--- config.mk ---
export PLATFORM = sky130hd
export DESIGN_NAME = pc_ir_unit
export DESIGN_NICKNAME = d
export VERILOG_FILES = /design/src/rtl/pc_ir_unit.sv
export SDC_FILE = /design/constraint.sdc
export NUM_CORES = 1
export LEC_CHECK = 0
export BUFFER_PORTS_ARGS = -buffer_cell sky130_fd_sc_hd__buf_2
export CELL_PAD_IN_SITES_DETAIL_PLACEMENT = 1
export CELL_PAD_IN_SITES_GLOBAL_PLACEMENT = 1
export CORE_MARGIN = 5
export CORE_UTILIZATION = 30
export DETAILED_ROUTE_END_ITERATION = 16
export GPL_TIMING_DRIVEN = 0
export PLACE_DENSITY = 0.74
export SKIP_LAST_GASP = 1
export SYNTH_ARGS = -nofsm -noshare
export SYNTH_HDL_FRONTEND = slang
export SYNTH_SLANG_ARGS = --single-unit
--- constraint.sdc ---
create_clock -name clk -period 4.2 [get_ports clk]
set_input_delay 1.26 -clock clk [delete_from_list [all_inputs] [get_ports clk]]
set_output_delay 1.26 -clock clk [all_outputs]
set_load 0.01 [all_outputs]
--- src/rtl/pc_ir_unit.sv ---
// Fetch-side register block of the multicycle RV32 core: PC, OldPC, Instr, Data,
// the unified memory address mux, a sticky misaligned-target trap and instret.
module pc_ir_unit #(
   parameter logic [31:0] RESET_PC = 32'h0000_0000,
   parameter int          CNT_W    = 32
) (
   input  logic             clk,
   input  logic             rst,
   input  logic             PCWrite,
   input  logic             IRWrite,
   input  logic             AdrSrc,
   input  logic             branch,
   input  logic [1:0]       sel_branch,
   input  logic             zero,
   input  logic             lt,
   input  logic             bge,
   input  logic [31:0]      Result,
   input  logic [31:0]      ReadData,
   output logic [31:0]      Adr,
   output logic [31:0]      PC,
   output logic [31:0]      OldPC,
   output logic [31:0]      Instr,
   output logic [31:0]      Data,
   output logic [6:0]       opcode,
   output logic [2:0]       func3,
   output logic [6:0]       func7,
   output logic             misaligned,
   output logic [31:0]      trap_pc,
   output logic [CNT_W-1:0] instret
);

   localparam logic [31:0] NOP = 32'h0000_0013;

   logic [31:0]      pc_q, pc_d;
   logic [31:0]      old_pc_q, old_pc_d;
   logic [31:0]      instr_q, instr_d;
   logic [31:0]      data_q, data_d;
   logic             misaligned_q, misaligned_d;
   logic [31:0]      trap_pc_q, trap_pc_d;
   logic [CNT_W-1:0] instret_q, instret_d;

   logic cond, taken, pc_load, target_ok, bad_load;

   always_comb begin
      cond = 1'b0;
      unique case (sel_branch)
         2'b00: cond = zero;
         2'b01: cond = ~zero;
         2'b10: cond = lt;
         2'b11: cond = bge;
         default: cond = 1'b0;
      endcase
      taken     = branch & cond;
      pc_load   = PCWrite | taken;
      target_ok = (Result[1:0] == 2'b00);
      bad_load  = pc_load & ~target_ok;
   end

   always_comb begin
      pc_d         = pc_q;
      old_pc_d     = old_pc_q;
      instr_d      = instr_q;
      data_d       = ReadData;
      misaligned_d = misaligned_q | bad_load;
      trap_pc_d    = trap_pc_q;
      instret_d    = instret_q;

      if (pc_load && target_ok)
         pc_d = Result;

      // Only the first bad target is recorded; later ones keep the original cause.
      if (bad_load && !misaligned_q)
         trap_pc_d = old_pc_q;

      if (IRWrite) begin
         instr_d   = ReadData;
         old_pc_d  = pc_q;
         instret_d = instret_q + CNT_W'(1);
      end
   end

   always_ff @(posedge clk) begin
      if (rst) begin
         pc_q         <= RESET_PC;
         old_pc_q     <= '0;
         instr_q      <= NOP;
         data_q       <= '0;
         misaligned_q <= 1'b0;
         trap_pc_q    <= '0;
         instret_q    <= '0;
      end else begin
         pc_q         <= pc_d;
         old_pc_q     <= old_pc_d;
         instr_q      <= instr_d;
         data_q       <= data_d;
         misaligned_q <= misaligned_d;
         trap_pc_q    <= trap_pc_d;
         instret_q    <= instret_d;
      end
   end

   assign Adr        = AdrSrc ? Result : pc_q;
   assign PC         = pc_q;
   assign OldPC      = old_pc_q;
   assign Instr      = instr_q;
   assign Data       = data_q;
   assign opcode     = instr_q[6:0];
   assign func3      = instr_q[14:12];
   assign func7      = instr_q[31:25];
   assign misaligned = misaligned_q;
   assign trap_pc    = trap_pc_q;
   assign instret    = instret_q;

endmodule

==> summary.md <==
| Metric | Value |
|---|---|
| Worst Path Arrival | `2840 ps` |
| Root buf cell | `clkbuf_16` |
| Total track usage | `17.5%` |
| Routed WL | `27.1 mm` |
| Post-synth cell types | `35` |
| Worst-path clk slew | `70 ps` |
| Ratio of cells with drive above 1 in the final layout | `36.7%` |
| Max_cap viols | `0` |
| Final worst-path cycle share | `97.6%` |
| Post-CTS Resized | `0` |
| Register area share after synthesis | `48.2%` |
| Max Fclk | `244 MHz` |
| Peak supply drop | `229 µV` |
| Die height | `173 µm` |
| Setup Buffers After CTS | `0` |
| Setup CP Type | `primary input to primary output` |
| Die span in x | `173 µm` |
| Largest net degree at the start of global routing | `20` |
| Synth Instances | `787` |
| Crit end category | `primary output` |
| Via/cell ratio | `4.66` |
| Buf/Inv on CP | `3` |
| Post-CTS Hold Fix Bufs | `0` |
| Fin Setup TNS | `0 ps` |
| RSZ-0062 raised after global routing | `no` |
| Post-DP HPWL | `20.8 mm` |
| Commonest cells post-synth | `dfxtp_1, mux2i_1, nand2b_1` |
| Ys Warns | `0` |
| Fin. Hold Viols | `0` |
| CTS tree | `done` |
| ANT nets after route | `0` |
| CP Cell Sequence | `clkbuf_1, buf_1, mux2_2, buf_2` |
| GRT overflow | `0` |
| Nets | `1,195` |
| Max Slew Vio Count | `0` |
| Iteration-0 DRC Markers | `267` |
| Worst EP required | `2940 ps` |
| Post-synth net total | `863` |
| Post-layout min period | `4100 ps` |
| Initial core utilization | `30.6%` |
| Max clock buf depth | `2` |
| Synth top area cells | `dfxtp_1, mux2i_1, nand2b_1` |
| Yosys top cell area share | `48.2%` |
| Post-detailed-route wirelength per cell | `18.4 µm` |
| Final setup violation count | `0` |
| Critical Path Max Stage Delay | `650 ps` |
| IO Pins | `317` |
| Synth-to-Final Area Change | `32.0%` |
| Mapped cell area | `8020 µm²` |
| Top fanout value on the critical path | `10` |
| CP max stage cell | `buf_1` |
| DRC viols | `0` |
| Most frequent cell after synthesis | `dfxtp_1` |
| Slew @ Worst Pin | `852 ps` |
| Global-route wire length before repair | `41.9 mm` |
| Layout Skew | `17.5 ps` |
| Critical path's top delay family | `buffers and inverters` |
| Core box area | `26,200 µm²` |
| FFs w/ async S/R, synth | `0%` |
| CP startpoint kind | `primary input` |
| Dominant cell type by area after synthesis | `dfxtp_1` |
| Synth Register Bits | `193` |
| GPL Wtd Cong | `0.757` |
| Number of global-route vias before repair | `7,206` |
| Power Density | `378 nW/µm²` |
| EDFF count, synth | `0` |
| Post-place setup slack | `63.2 ps` |
| HP Class | `flip-flop to flip-flop` |
| Num CTS Buffers | `17` |
| CTS Sinks | `193` |
| H-tree lvl count | `4` |
| Port bufs | `313` |
| Worst-case setup margin in the final layout | `101 ps` |
| Ys flop type | `dfxtp_1` |
| Leakage | `4.95 nW` |
| DRT Pass-1 Iters | `4` |
| Die area | `30,100 µm²` |
| Initial antenna violation count | `2` |
| FP Rows | `59` |
| DR vias | `6,847` |
| Status | `finished, final reports clean` |
| Syn_area_per_cell | `10.2 µm²` |
| Clock Latency Late Sink | `430 ps` |
| Worst slew margin | `43.2%` |
-- worst min-delay path, delay by kind of cell, from the launching register on --
family           cells  cell delay [ps]
and+or+nand+nor      1               60
muxes                1               60
DFF                  1              310
-- layer usage --
metal  up-vias  track usage, %  share of wire, %
met2       163            31.1                50
met3        17            4.27               5.1
met1      3358            21.2                43
met4         0            4.39               1.4
li1       3309               -                 -
met5         -               0                 0
-- cells by family after synthesis --
group | after synthesis | synth area share, %
compound gates | 44 | 3.70
xor+xnor | 12 | 1.31
fa+ha+maj | 1 | 0.156
buf+inv | 77 | 5.04
flops | 193 | 48.2
mux | 158 | 20.2
simple gates | 302 | 21.4
-- registers in the layout, summed over array words and instances, names as in the netlist --
register,cells
PC,32
Data,32
instret,32
misaligned,1
Instr,32
OldPC,32
trap_pc,32
-- power by group --
part	total (mW)	switching, mW	internal [mW]
logic	0.468	0.252	0.217
clock network	1.61	0.810	0.799
registers	1.93	0.0407	1.89
total	4.01	1.10	2.90
-- stage by stage --
stage	hold WS [ps]	cell area (µm²)	instances	power [mW]	util [%]
after floorplan	493	8020	787	2.23	-
after global placement	455	10000	1435	2.44	38.2
after detailed placement	466	10000	1435	2.45	38.2
after CTS	481	10600	1467	4.07	40.4
after global routing	500	10600	1468	4.18	40.4
final	475	10600	1468	4.01	40.4
-- cell usage in the layout (no fill, tap or decap), types with 2 or more instances in the layout --
cell,count
inv_8,3
nand4_1,13
clkbuf_16,17
o21ai_0,5
clkbuf_1,37
buf_1,3
and2_1,4
o31ai_1,12
nand2b_1,125
clkinv_8,3
or3_1,5
or4_1,12
buf_4,19
mux2_2,33
a21oi_1,19
inv_1,5
and4_1,5
nand2_1,8
clkinv_4,3
buf_2,324
nor2_1,76
nand3_1,8
dfxtp_1,193
a211o_1,3
inv_6,4
nor3b_1,2
and3_1,4
xnor2_1,4
buf_6,4
mux2i_1,125
nor2b_1,38
xor2_1,8
-- final cells by class --
cell class / count / area [µm²]
Buffer: 72 / 385
Multi-Input combinational cell: 517 / 3750
Tap cell: 335 / 419
Inverter: 5 / 18.8
Fill cell: 3064 / 15600
Timing Repair Buffer: 313 / 1570
Antenna cell: 1 / 2.50
Sequential cell: 193 / 3860
Clock buffer: 19 / 433
Clock inverter: 13 / 144
-- path summary, 6_finish.rpt --
check | startpoint | to | slack [ps] | cells after the start
worst min-delay path | trap_pc[18] | trap_pc[18] | 480 | 2
worst max-delay path | AdrSrc | Adr[19] | 100 | 4
worst min register to register | trap_pc[18] | trap_pc[18] | 480 | 2
worst max register to register | instret[6] | instret[29] | 2240 | 7
No activity file was read; power rests on OpenSTA's default activity.
